## src/rtl/dm_port_arbiter_if.sv

```systemverilog
// Port bundle for the data-memory arbiter: two requester ports plus the
// memory-side bus. The requesters and the memory model sit on the master side;
// the arbiter sits on the slave side.
interface dm_port_arbiter_if;
  // Port 0 (CPU MEM stage)
  logic        req0;
  logic        we0;
  logic [11:0] addr0;
  logic [1:0]  size0;
  logic        uns0;
  logic [31:0] wdata0;
  logic        gnt0;
  logic        rvalid0;
  logic        err0;
  logic [31:0] rdata0;
  // Port 1 (DMA / debug)
  logic        req1;
  logic        we1;
  logic [11:0] addr1;
  logic [1:0]  size1;
  logic        uns1;
  logic [31:0] wdata1;
  logic        gnt1;
  logic        rvalid1;
  logic        err1;
  logic [31:0] rdata1;
  // Memory side
  logic [9:0]  mem_addr;
  logic [3:0]  mem_be;
  logic [31:0] mem_din;
  logic        mem_we;
  logic [31:0] mem_dout;

  modport master (
    output req0, we0, addr0, size0, uns0, wdata0,
    input  gnt0, rvalid0, err0, rdata0,
    output req1, we1, addr1, size1, uns1, wdata1,
    input  gnt1, rvalid1, err1, rdata1,
    input  mem_addr, mem_be, mem_din, mem_we,
    output mem_dout
  );

  modport slave (
    input  req0, we0, addr0, size0, uns0, wdata0,
    output gnt0, rvalid0, err0, rdata0,
    input  req1, we1, addr1, size1, uns1, wdata1,
    output gnt1, rvalid1, err1, rdata1,
    output mem_addr, mem_be, mem_din, mem_we,
    input  mem_dout
  );
endinterface

```

## src/rtl/dm_port_arbiter.sv

```systemverilog
// Two-port round-robin arbiter and access sequencer for the 1024 x 32 data
// memory. Each accepted access spends one ACCESS cycle driving the memory;
// the extended load data (or store completion) is returned one cycle later.
module dm_port_arbiter (
  input logic           clk,
  input logic           rst,
  dm_port_arbiter_if.slave bus
);

  typedef enum logic {
    IDLE   = 1'b0,
    ACCESS = 1'b1
  } state_t;

  state_t state_q, state_d;
  logic   last_gnt_q;

  logic        gnt0, gnt1, accept, acc_port;
  logic        we_s, uns_s, legal_s;
  logic [11:0] addr_s;
  logic [1:0]  size_s;
  logic [31:0] wdata_s;

  // Access captured at the accepting edge, consumed during ACCESS
  logic        port_p0, we_p0, uns_p0, legal_p0;
  logic [1:0]  size_p0, off_p0;

  // Memory-side registers, valid throughout ACCESS
  logic [9:0]  mem_addr_q;
  logic [3:0]  mem_be_q;
  logic [31:0] mem_din_q;
  logic        mem_we_q;

  // Response registers, one cycle after ACCESS
  logic [1:0]  vld_p1;
  logic        err_p1;
  logic [31:0] rdata_p1;

  function automatic logic is_legal(input logic [1:0] size, input logic [1:0] off);
    case (size)
      2'b00:   return 1'b1;
      2'b01:   return ~off[0];
      2'b10:   return (off == 2'b00);
      default: return 1'b0;
    endcase
  endfunction

  function automatic logic [3:0] byte_en(input logic [1:0] size, input logic [1:0] off);
    case (size)
      2'b00:   return 4'b0001 << off;
      2'b01:   return off[1] ? 4'b1100 : 4'b0011;
      2'b10:   return 4'b1111;
      default: return 4'b0000;
    endcase
  endfunction

  function automatic logic [31:0] lane_rep(input logic [1:0] size, input logic [31:0] wdata);
    case (size)
      2'b00:   return {4{wdata[7:0]}};
      2'b01:   return {2{wdata[15:0]}};
      default: return wdata;
    endcase
  endfunction

  function automatic logic [31:0] load_ext(input logic [1:0]  size,
                                           input logic [1:0]  off,
                                           input logic        uns,
                                           input logic [31:0] dout);
    logic signed [7:0]  b;
    logic signed [15:0] h;
    b = 8'(dout >> {off, 3'b000});
    h = 16'(dout >> {off[1], 4'b0000});
    case (size)
      2'b00:   return uns ? {24'h000000, b} : {{24{b[7]}}, b};
      2'b01:   return uns ? {16'h0000, h} : {{16{h[15]}}, h};
      default: return dout;
    endcase
  endfunction

  // Round-robin selection, grant only while IDLE, and the accepted-request mux
  always_comb begin
    gnt0     = (state_q == IDLE) & bus.req0 & (~bus.req1 | last_gnt_q);
    gnt1     = (state_q == IDLE) & bus.req1 & (~bus.req0 | ~last_gnt_q);
    accept   = gnt0 | gnt1;
    acc_port = gnt1;
    we_s     = acc_port ? bus.we1    : bus.we0;
    addr_s   = acc_port ? bus.addr1  : bus.addr0;
    size_s   = acc_port ? bus.size1  : bus.size0;
    uns_s    = acc_port ? bus.uns1   : bus.uns0;
    wdata_s  = acc_port ? bus.wdata1 : bus.wdata0;
    legal_s  = is_legal(size_s, addr_s[1:0]);
  end

  // Next state: ACCESS lasts exactly one cycle
  always_comb begin
    state_d = state_q;
    case (state_q)
      IDLE:    if (accept) state_d = ACCESS;
      ACCESS:  state_d = IDLE;
      default: state_d = IDLE;
    endcase
  end

  // ---- stage p0: accept edge loads memory-side registers; ACCESS clears them
  // ---- stage p1: edge ending ACCESS registers the response for one cycle
  // Control, memory-side and response registers
  always_ff @(posedge clk or posedge rst) begin
    if (rst) begin
      state_q    <= IDLE;
      last_gnt_q <= 1'b1;
      mem_addr_q <= '0;
      mem_be_q   <= '0;
      mem_din_q  <= '0;
      mem_we_q   <= 1'b0;
      vld_p1     <= '0;
      err_p1     <= 1'b0;
      rdata_p1   <= '0;
    end else begin
      state_q  <= state_d;
      vld_p1   <= '0;
      err_p1   <= 1'b0;
      rdata_p1 <= '0;
      if (accept) begin
        last_gnt_q <= acc_port;
        mem_addr_q <= addr_s[11:2];
        mem_be_q   <= legal_s ? byte_en(size_s, addr_s[1:0]) : 4'b0000;
        mem_din_q  <= lane_rep(size_s, wdata_s);
        mem_we_q   <= legal_s & we_s;
      end
      if (state_q == ACCESS) begin
        mem_we_q <= 1'b0;
        mem_be_q <= 4'b0000;
        vld_p1   <= port_p0 ? 2'b10 : 2'b01;
        err_p1   <= ~legal_p0;
        rdata_p1 <= (legal_p0 & ~we_p0) ? load_ext(size_p0, off_p0, uns_p0, bus.mem_dout)
                                        : 32'h0000_0000;
      end
    end
  end

  // Access attributes needed after the accepting edge
  always_ff @(posedge clk) begin
    if (accept) begin
      port_p0  <= acc_port;
      we_p0    <= we_s;
      uns_p0   <= uns_s;
      legal_p0 <= legal_s;
      size_p0  <= size_s;
      off_p0   <= addr_s[1:0];
    end
  end

  assign bus.gnt0     = gnt0;
  assign bus.gnt1     = gnt1;
  assign bus.rvalid0  = vld_p1[0];
  assign bus.rvalid1  = vld_p1[1];
  assign bus.err0     = vld_p1[0] & err_p1;
  assign bus.err1     = vld_p1[1] & err_p1;
  assign bus.rdata0   = vld_p1[0] ? rdata_p1 : 32'h0000_0000;
  assign bus.rdata1   = vld_p1[1] ? rdata_p1 : 32'h0000_0000;
  assign bus.mem_addr = mem_addr_q;
  assign bus.mem_be   = mem_be_q;
  assign bus.mem_din  = mem_din_q;
  assign bus.mem_we   = mem_we_q;

endmodule

```

## src/flat_wrapper.sv

```systemverilog
// flat-port wrapper written by rule: the top's interface ports become plain ports
module dm_port_arbiter_flat 
  (clk, rst, bus_req0, bus_we0, bus_addr0, bus_size0, bus_uns0, bus_wdata0, bus_gnt0, bus_rvalid0, bus_err0, bus_rdata0, bus_req1, bus_we1, bus_addr1, bus_size1, bus_uns1, bus_wdata1, bus_gnt1, bus_rvalid1, bus_err1, bus_rdata1, bus_mem_addr, bus_mem_be, bus_mem_din, bus_mem_we, bus_mem_dout);
  dm_port_arbiter_if bus_i ();
  input logic clk;
  input logic rst;
  input wire logic [$bits(bus_i.req0)-1:0] bus_req0;
  input wire logic [$bits(bus_i.we0)-1:0] bus_we0;
  input wire logic [$bits(bus_i.addr0)-1:0] bus_addr0;
  input wire logic [$bits(bus_i.size0)-1:0] bus_size0;
  input wire logic [$bits(bus_i.uns0)-1:0] bus_uns0;
  input wire logic [$bits(bus_i.wdata0)-1:0] bus_wdata0;
  output wire logic [$bits(bus_i.gnt0)-1:0] bus_gnt0;
  output wire logic [$bits(bus_i.rvalid0)-1:0] bus_rvalid0;
  output wire logic [$bits(bus_i.err0)-1:0] bus_err0;
  output wire logic [$bits(bus_i.rdata0)-1:0] bus_rdata0;
  input wire logic [$bits(bus_i.req1)-1:0] bus_req1;
  input wire logic [$bits(bus_i.we1)-1:0] bus_we1;
  input wire logic [$bits(bus_i.addr1)-1:0] bus_addr1;
  input wire logic [$bits(bus_i.size1)-1:0] bus_size1;
  input wire logic [$bits(bus_i.uns1)-1:0] bus_uns1;
  input wire logic [$bits(bus_i.wdata1)-1:0] bus_wdata1;
  output wire logic [$bits(bus_i.gnt1)-1:0] bus_gnt1;
  output wire logic [$bits(bus_i.rvalid1)-1:0] bus_rvalid1;
  output wire logic [$bits(bus_i.err1)-1:0] bus_err1;
  output wire logic [$bits(bus_i.rdata1)-1:0] bus_rdata1;
  output wire logic [$bits(bus_i.mem_addr)-1:0] bus_mem_addr;
  output wire logic [$bits(bus_i.mem_be)-1:0] bus_mem_be;
  output wire logic [$bits(bus_i.mem_din)-1:0] bus_mem_din;
  output wire logic [$bits(bus_i.mem_we)-1:0] bus_mem_we;
  input wire logic [$bits(bus_i.mem_dout)-1:0] bus_mem_dout;
  assign bus_i.req0 = bus_req0;
  assign bus_i.we0 = bus_we0;
  assign bus_i.addr0 = bus_addr0;
  assign bus_i.size0 = bus_size0;
  assign bus_i.uns0 = bus_uns0;
  assign bus_i.wdata0 = bus_wdata0;
  assign bus_gnt0 = bus_i.gnt0;
  assign bus_rvalid0 = bus_i.rvalid0;
  assign bus_err0 = bus_i.err0;
  assign bus_rdata0 = bus_i.rdata0;
  assign bus_i.req1 = bus_req1;
  assign bus_i.we1 = bus_we1;
  assign bus_i.addr1 = bus_addr1;
  assign bus_i.size1 = bus_size1;
  assign bus_i.uns1 = bus_uns1;
  assign bus_i.wdata1 = bus_wdata1;
  assign bus_gnt1 = bus_i.gnt1;
  assign bus_rvalid1 = bus_i.rvalid1;
  assign bus_err1 = bus_i.err1;
  assign bus_rdata1 = bus_i.rdata1;
  assign bus_mem_addr = bus_i.mem_addr;
  assign bus_mem_be = bus_i.mem_be;
  assign bus_mem_din = bus_i.mem_din;
  assign bus_mem_we = bus_i.mem_we;
  assign bus_i.mem_dout = bus_mem_dout;
  dm_port_arbiter u_core (.clk(clk), .rst(rst), .bus(bus_i));
endmodule
```

## config.mk

```make
export PLATFORM = sky130hd
export DESIGN_NAME = dm_port_arbiter_flat
export DESIGN_NICKNAME = d
export VERILOG_FILES = /design/src/rtl/dm_port_arbiter_if.sv /design/src/rtl/dm_port_arbiter.sv /design/src/flat_wrapper.sv
export SDC_FILE = /design/constraint.sdc
export NUM_CORES = 1
export LEC_CHECK = 0
export ABC_AREA = 0
export CORE_ASPECT_RATIO = 1.75
export CORE_MARGIN = 5
export CORE_UTILIZATION = 38
export CTS_CLUSTER_DIAMETER = 50
export DETAILED_ROUTE_END_ITERATION = 10
export MAX_ROUTING_LAYER = met4
export PLACE_DENSITY = 0.74
export SYNTH_ARGS = -nofsm -noshare
export SYNTH_HDL_FRONTEND = slang
export SYNTH_SLANG_ARGS = --single-unit
```

## constraint.sdc

```tcl
create_clock -name clk -period 2.2 [get_ports clk]
set_input_delay 0.22 -clock clk [delete_from_list [all_inputs] [get_ports clk]]
set_output_delay 0.22 -clock clk [all_outputs]
set_load 0.02 [all_outputs]
```

* After elaboration in Yosys (flattened, before gate mapping)
Index checks and enable logic that the tools add are counted.
** Storage, ports and cells
- Latch bits :: 0
- Logic and storage cells :: 69
- Memory bits (read-only) :: 0
- Memories :: 0
- Output and inout port bits :: 117
- Register bits after elaboration :: 92
- RAM bits :: 0
** Operators by class
- Multiply operators :: 0
- Shift operators :: 3
- Equality and inequality tests :: 3
- Muxes and demuxes :: 26
- Bitwise operators :: 18
- Div/mod/pow operators :: 0
- Reduce and logical (&&, ||, !) cells :: 4
- $lt $le $gt $ge :: 0
- $add $sub $neg :: 0
** Operators by type and width (number)
- two-way mux 32 bit :: 7
- one-hot mux 32 bit (2 select lines) :: 2
- right shift 32 x 5 -> 16 bit :: 1
- right shift 32 x 5 -> 8 bit :: 1
- two-way mux 4 bit :: 4
- two-way mux 12 bit :: 1
- one-hot mux 4 bit (3 select lines) :: 1
- bitwise AND 1 bit :: 8
- NOT 1 bit :: 7
- logical NOT 2 bit :: 3
- two-way mux 1 bit :: 6
- two-way mux 2 bit :: 3
- equality test 2 x 1 -> 1 bit, second input constant :: 2
- << shifter 1 x 2 -> 4 bit, first input constant :: 1
- bitwise OR 1 bit :: 3
- one-hot mux 1 bit (3 select lines) :: 1
- equality test 2 bit, second input constant :: 1
- one-hot mux 1 bit (2 select lines) :: 1
- nonzero test 2 bit :: 1

* Longest topological paths before layout
Gate-level depths: netlist of run 1.
- Word-level depth :: 9
- Mapped depth :: 7

* Worst setup path after synthesis of run 1
No wires, ideal clock.
- Path kind :: reg-to-reg
- Start point :: register u_core.state_q
- End point :: register u_core.size_p0[0], data pin
- Stages on the path, launching flop included :: 6
- Path buffers :: 1
- Slack :: 0.597 ns
- Library setup time :: 0.277 ns
- Arrival time :: 1.326 ns
- Required time :: 1.923 ns
- Cell sequence :: dfrtp_1 > nor2b_2 > nand2_1 > inv_2 > clkbuf_1 > o21ai_0
** Between the ends
- Longest elaborated chain between the ends :: 4
** Ends and longest elaborated chain
- from (decl) :: line dm_port_arbiter.sv:15 : state_t state_q, state_d;
- from (signal assigned) :: line dm_port_arbiter.sv:119 : state_q <= state_d;
- NOT 1 bit :: line dm_port_arbiter.sv:83 : gnt1 = (state_q == IDLE) & bus.req1 & (~bus.req0 | ~last_gnt_q);
- bitwise AND 1 bit (2 in a row) :: line dm_port_arbiter.sv:83
- net bus_gnt1 :: line flat_wrapper.sv:23 : output wire logic [$bits(bus_i.gnt1)-1:0] bus_gnt1;
- two-way mux 2 bit :: line dm_port_arbiter.sv:88 : size_s = acc_port ? bus.size1 : bus.size0;
- net u_core.size_s[0] :: line dm_port_arbiter.sv:21 : logic [1:0] size_s;
- to (signal assigned) :: line dm_port_arbiter.sv:148 : size_p0 <= size_s;
- to (decl) :: line dm_port_arbiter.sv:26 : logic [1:0] size_p0, off_p0;
The timed path passes the listed nets, and every way through them passes these cells.
A chain may end at the register's enable or synchronous reset.

* Worst setup path after layout of run 1
- Start point :: register u_core.state_q
- End point :: output port bus_gnt0
** Between the ends
- Longest elaborated chain between the ends :: 3
** Ends and longest elaborated chain
- NOT 1 bit :: line dm_port_arbiter.sv:82 : gnt0 = (state_q == IDLE) & bus.req0 & (~bus.req1 | last_gnt_q);
- bitwise AND 1 bit (2 in a row) :: line dm_port_arbiter.sv:82
- to (decl) :: line flat_wrapper.sv:13 : output wire logic [$bits(bus_i.gnt0)-1:0] bus_gnt0;
No other way between the ends.

==> metrics.md, run 1 <==
| Metric | Value |
|---|---|
| Commonest cells in the netlist | `nand2_1, dfrtp_1, and2_1, nor2_1, mux2i_1` |
| Top Ports | `249` |
| RSZ-0062 raised after global routing | `no` |
| Final Skew | `around 7.8 ps` |
| Core area | `around 0.014 mm²` |
| Critical path class | `flip-flop to output pin` |
| # fillers | `about 1200` |
| 1st-pass router iterations | `7` |
| Pins Over Slew Limit | `0` |
| Synth cell types | `54` |
| Setup crit start | `u_core.state_q` |
| Number of global-route vias before repair | `approximately 6000` |
| Hold Path Class | `input pin to async pin` |
| TNS Setup | `0 ps` |
| Sequential-to-total area share from yosys stat | `43.7%` |
| Post-Synthesis Cell Area | `about 0.0054 mm²` |
| Async SR Flop Fraction | `91.3%` |
| DR DRC count | `0` |
| Final total power | `5820 µW` |
| GRT Resource Usage Total | `25.6%` |
| Vias | `5618` |
| Vias per Instance | `about 5.5` |
| CTS tree | `done` |
| GRT overflow | `0` |
| Final GP Congestion | `between 1 and 1.5` |
| First-pass GRT wire length | `32100 µm` |
| Crit Path Max Fanout | `4` |
| Slowest cell on the critical path | `clkdlybuf4s50_1` |
| Clock buffer count from CTS | `9` |
| Fmax | `475 MHz` |
| Clock root cell | `clkbuf_16` |
| # port buffers | `around 250` |
| WL per Instance | `a little over 20 µm` |
| Main flop type after synthesis | `dfrtp_1` |
| Post-synth net total | `around 730` |
| Slew margin rel. | `around two fifths` |
| EDFF count, synth | `8` |
| Fin crit share | `a little over nine tenths` |
| Worst-case clock buffer depth | `2` |
| Worst path max stage delay | `600 ps` |
| Total of max-cap violations | `0` |
| Multi-input logic area | `approximately 0.0028 mm²` |
| Area grow syn2layout | `58.0%` |
| Warnings, synthesis | `0` |
| Post-synth top area share | `between 30 and 40%` |
| Synth area leaders | `dfrtp_1, and2_1, nand2_1` |
| Register clock-pin slew on the reported worst setup and hold paths | `70 ps` |
| Setup crit end kind | `output pin` |
| ANT nets after route | `0` |
| Initial antenna violation count | `1` |
| Worst Max-Slew Pin Slew | `910 ps` |
| Total setup buffers inserted after CTS | `0` |
| Crit-path cells | `nand2b_1 -> or2_1 -> inv_2 -> clkdlybuf4s50_1` |
| H-tree Lvls | `3` |
| FF+latch count, synth | `92` |
| Row cnt | `57` |
| Arrival @ worst endpoint | `~1900 ps` |
| Nets | `974` |
| PostCTS Resize Cnt | `0` |
| Critical Path Source Type | `flip-flop` |
| Die ar. | `~0.017 mm²` |
| Cells after synthesis | `between 500 and 600` |
| Status | `finished, final reports clean` |
| Final wirelength | `approximately 21000 µm` |
| Die width | `~100 µm` |
| RR Startpoint | `u_core.size_p0[0]` |
| Initial DRC count | `~270` |
| Count leader, synth | `nand2_1` |
| Die Y | `around 170 µm` |
| Power density cells | `between 600 and 700 mW/mm²` |
| HPWL Detailed | `~17000 µm` |
| # setup viols final | `0` |
| Leak | `~0.0035 µW` |
| Largest net degree at the start of global routing | `71` |
| Clock Latency Late Sink | `roughly 340 ps` |
| Min Tclk post-route | `around 2100 ps` |
| Final hold vios | `0` |
| Syn_area_per_cell | `~9.0 µm²` |
| Num Clock Sinks | `92` |
| Yosys top cell by area | `dfrtp_1` |
| Initial Utilization | `just under 40%` |
| Flip-flop and latch area | `between 0.002 and 0.0025 mm²` |
| WP data required | `1980 ps` |
| Maximum VDD drop | `0.394 mV` |
| Post-CTS Hold Buffers | `0` |
| Layout cells sized above 1 | `between 10% and 20%` |
through the flow:
| step | utilization [%] | cell area, µm² | std cells | setup WS, ps | hold slack, ps |
|---|---|---|---|---|---|
| floorplan | - | 5370 | 595 | 597 | 325 |
| global placement | 58.8 | 8170 | 1008 | 194 | 412 |
| detailed placement | 58.8 | 8170 | 1008 | 150 | 430 |
| CTS | 60.9 | 8470 | 1024 | 79.5 | 212 |
| global route | 60.9 | 8470 | 1025 | 20.3 | 224 |
| finish | 60.9 | 8470 | 1025 | 92.6 | 206 |
placed cells by master (no fill, tap or decap), drive strengths merged, types with 3 or more instances in the layout:
cell,Yosys,final
clkdlybuf4s50,0,248
nand2,113,113
dfrtp,83,83
and2,68,68
nor2,41,41
buf,27,36
mux2i,26,26
a211oi,25,25
nor2b,23,23
a31oi,18,18
o21ai,17,17
mux2,16,16
nor3,11,11
inv,8,11
clkbuf,21,10
o31ai,9,9
o221ai,8,8
a22oi,8,8
nand4,8,8
o211ai,8,8
edfxtp,8,8
a222oi,7,7
nand3b,7,7
a21oi,6,6
nand2b,5,5
nor3b,3,3
power breakdown:
part           switching [µW]  leakage [µW]  total [µW]  internal (µW)
clock network             716      0.000148        1610            895
registers                 173       0.00115        2150           1980
logic                    1070       0.00222        2050            983
worst max-delay path, delay by kind of cell (launching register included):
family | cells | cell delay, ps
DFF | 1 | 420
buffers and inverters | 2 | 690
and+or+nand+nor | 2 | 450
state kept, by name, summed over array words and instances (netlist names):
register             count
u_core.err_p1            1
u_core.rdata_p1         32
u_core.vld_p1            2
u_core.bus.mem_addr     10
u_core.port_p0           1
u_core.state_q           1
u_core.off_p0            2
u_core.bus.mem_din      32
u_core.uns_p0            1
u_core.last_gnt_q        1
u_core.bus.mem_we        1
u_core.legal_p0          1
u_core.we_p0             1
u_core.bus.mem_be        4
u_core.size_p0           2
cells by family after synthesis:
group                  Yosys count  synth area share (%)
buffers and inverters           56                  4.60
XOR/XNOR                         2                 0.327
multiplexers                    43                  8.63
AO/OA/AOI/OAI                  117                  15.8
AND/OR/NAND/NOR                285                  26.9
flip-flops                      92                  43.7
layout make-up:
cell class	count	area share (%)
sequential	92	27.7
clock inverter	6	0.812
clock buffer	10	2.70
multi-input combinational	447	32.7
timing repair buffer	284	33.1
inverter	8	0.399
tap	177	2.61
antenna	1	0.0295
path summary, 6_finish.rpt:
check	to	slack (ps)	cells past startpoint
min	u_core.bus.mem_din[21]	210	2
max	bus_gnt0	90	4
min reg2reg	u_core.vld_p1[0]	430	1
max in group asynchronous	u_core.bus.mem_din[28]	1310	3
max reg2reg	u_core.rdata_p1[5]	300	4
min in group clk	u_core.vld_p1[0]	430	1
metal layers:
| metal | up-vias | routed length, µm | track usage [%] |
|---|---|---|---|
| met5 | - | 0 | - |
| met4 | 0 | 1090 | 14.3 |
| met3 | 61 | 1270 | 3.54 |
| met2 | 300 | 11500 | 46.1 |
| met1 | 2675 | 7220 | 25.9 |
| li1 | 2582 | - | - |
Power figures use the tool's default switching activity.
==> inputs of run 2 (changes only) <==
--- a/config.mk
+++ b/config.mk
@@ -9,10 +9,11 @@
 export CORE_ASPECT_RATIO = 1.75
 export CORE_MARGIN = 5
 export CORE_UTILIZATION = 38
-export CTS_CLUSTER_DIAMETER = 50
+export CTS_CLUSTER_DIAMETER = 80
 export DETAILED_ROUTE_END_ITERATION = 10
 export MAX_ROUTING_LAYER = met4
-export PLACE_DENSITY = 0.74
+export PLACE_DENSITY = 0.75
+export SLEW_MARGIN = 20
 export SYNTH_ARGS = -nofsm -noshare
 export SYNTH_HDL_FRONTEND = slang
 export SYNTH_SLANG_ARGS = --single-unit
==> metrics.md, run 2 (same netlist as run 1, synthesis figures left out) <==
| Metric | Value |
|---|---|
| Final Skew | `between 8 and 9 ps` |
| Fin crit share | `between 90% and 100%` |
| Final hold vios | `0` |
| Number of global-route vias before repair | `5991` |
| Layout cells sized above 1 | `around 9.7%` |
| 1st-pass router iterations | `5` |
| Final GP Congestion | `approximately 1` |
| DR DRC count | `0` |
| Commonest non-fill, non-tap cell in the layout | `clkdlybuf4s50_1` |
| Crit Path Max Fanout | `3` |
| Min Tclk post-route | `approximately 2100 ps` |
| Fmax | `482 MHz` |
| Worst hold slack | `around 190 ps` |
| Initial Utilization | `about two fifths` |
| RR Startpoint | `u_core.size_p0[0]` |
| Slew margin rel. | `between 30% and 40%` |
| Largest net degree at the start of global routing | `73` |
| # port buffers | `about 250` |
| Hold Path Class | `input pin to async pin` |
| Total setup buffers inserted after CTS | `0` |
| Util after Layout | `approximately three fifths` |
| Row cnt | `57` |
| Final wirelength | `slightly above 20000 µm` |
| Die Y | `~170 µm` |
| Commonest cells after routing, fill and taps aside | `clkdlybuf4s50_1, nand2_1, dfrtp_1` |
| Top Ports | `249` |
| H-tree Lvls | `3` |
| RSZ-0062 raised after global routing | `no` |
| PostCTS Resize Cnt | `0` |
| Leak | `roughly 0.0035 µW` |
| Setup crit end kind | `output pin` |
| HPWL Detailed | `between 15000 and 20000 µm` |
| Worst Max-Slew Pin Slew | `roughly 920 ps` |
| Final total power | `around 5700 µW` |
| # setup viols final | `0` |
| Pins Over Slew Limit | `0` |
| Die ar. | `between 0.015 and 0.02 mm²` |
| ANT nets after route | `0` |
| Worst-case clock buffer depth | `2` |
| Area post-placement | `around 0.0081 mm²` |
| Setup crit start | `u_core.state_q` |
| FF-to-FF End | `u_core.rdata_p1[5]` |
| Initial antenna violation count | `1` |
| Critical Path Source Type | `flip-flop` |
| FF-to-FF path depth | `3` |
| GRT Resource Usage Total | `25.4%` |
| FF-to-FF setup slack | `310 ps` |
| Post-CTS Hold Buffers | `0` |
| Fin area | `0.00841 mm²` |
| Clock root cell | `clkbuf_16` |
| Arrival @ worst endpoint | `between 1500 and 2000 ps` |
| GRT overflow | `0` |
| Vias | `between 5000 and 6000` |
| WL per Instance | `a little over 20 µm` |
| Core area | `~0.014 mm²` |
| Maximum VDD drop | `~0.38 mV` |
| Register clock-pin slew on the reported worst setup and hold paths | `roughly 70 ps` |
| Vias per Instance | `between 5 and 6` |
| TNS Setup | `0 ps` |
| Power density cells | `675 mW/mm²` |
| Critical path class | `flip-flop to output pin` |
| Area grow syn2layout | `56.8%` |
| CTS tree | `done` |
| Nets | `about 970` |
| WP data required | `1980 ps` |
| Initial DRC count | `about 280` |
| Total of max-cap violations | `0` |
| Num Clock Sinks | `about 90` |
| Clock Latency Late Sink | `roughly 340 ps` |
| Die width | `roughly 100 µm` |
| Status | `finished, final reports clean` |
| First-pass GRT wire length | `32000 µm` |
| Clock buffer count from CTS | `9` |
-- run 2: cell types whose count changed in the layout (fill, tap and decap cells not counted), sizes merged --
cell,before,now
buf,36,33
clkinvlp,1,2
bufinv,1,0
inv,11,8
clkbuf,10,11
clkinv,1,3
-- run 2: cell type report --
class / count / area [µm²]
Multi-Input combinational cell: 447 / 2770
Tap cell: 177 / 221
Inverter: 8 / 33.8
Clock buffer: 11 / 243
Clock inverter: 5 / 35.0
Sequential cell: 92 / 2340
Antenna cell: 1 / 2.50
Timing Repair Buffer: 281 / 2760
Fill cell: 1236 / 5500
-- run 2: how the worst max path moves through the flow --
stage                        endpoint
floorplan           u_core.size_p0[0]
global placement             bus_gnt1
detailed placement  u_core.bus.mem_we
CTS                          bus_gnt0
global route                 bus_gnt0
finish                       bus_gnt0
-- run 2: layer usage --
metal | vias up | wire length, µm | GRT usage [%]
li1 | 2568 | - | -
met1 | 2597 | 7200 | 26.0
met2 | 323 | 10700 | 43.9
met3 | 72 | 1340 | 4.04
met4 | 0 | 1460 | 16.9
met5 | - | 0 | -
-- run 2: power breakdown --
part | switching [µW] | leakage [µW] | internal (µW)
Combinational | 1070 | 0.00219 | 971
Sequential | 169 | 0.00115 | 1980
Clock | 678 | 0.000136 | 801
Total | 1920 | 0.00348 | 3750
-- run 2: metrics by stage --
stage | setup WS (ps) | std cells
after floorplan | 597 | 595
after global placement | 183 | 1005
after detailed placement | 118 | 1005
after CTS | 109 | 1021
after global routing | 45.3 | 1022
final | 124 | 1022
-- run 2: critical path, stage by stage (launching register included) --
cell	delay (ps)
dfrtp_1	410
nand2b_1	170
or2_1	280
inv_2	70
clkdlybuf4s50_1	590
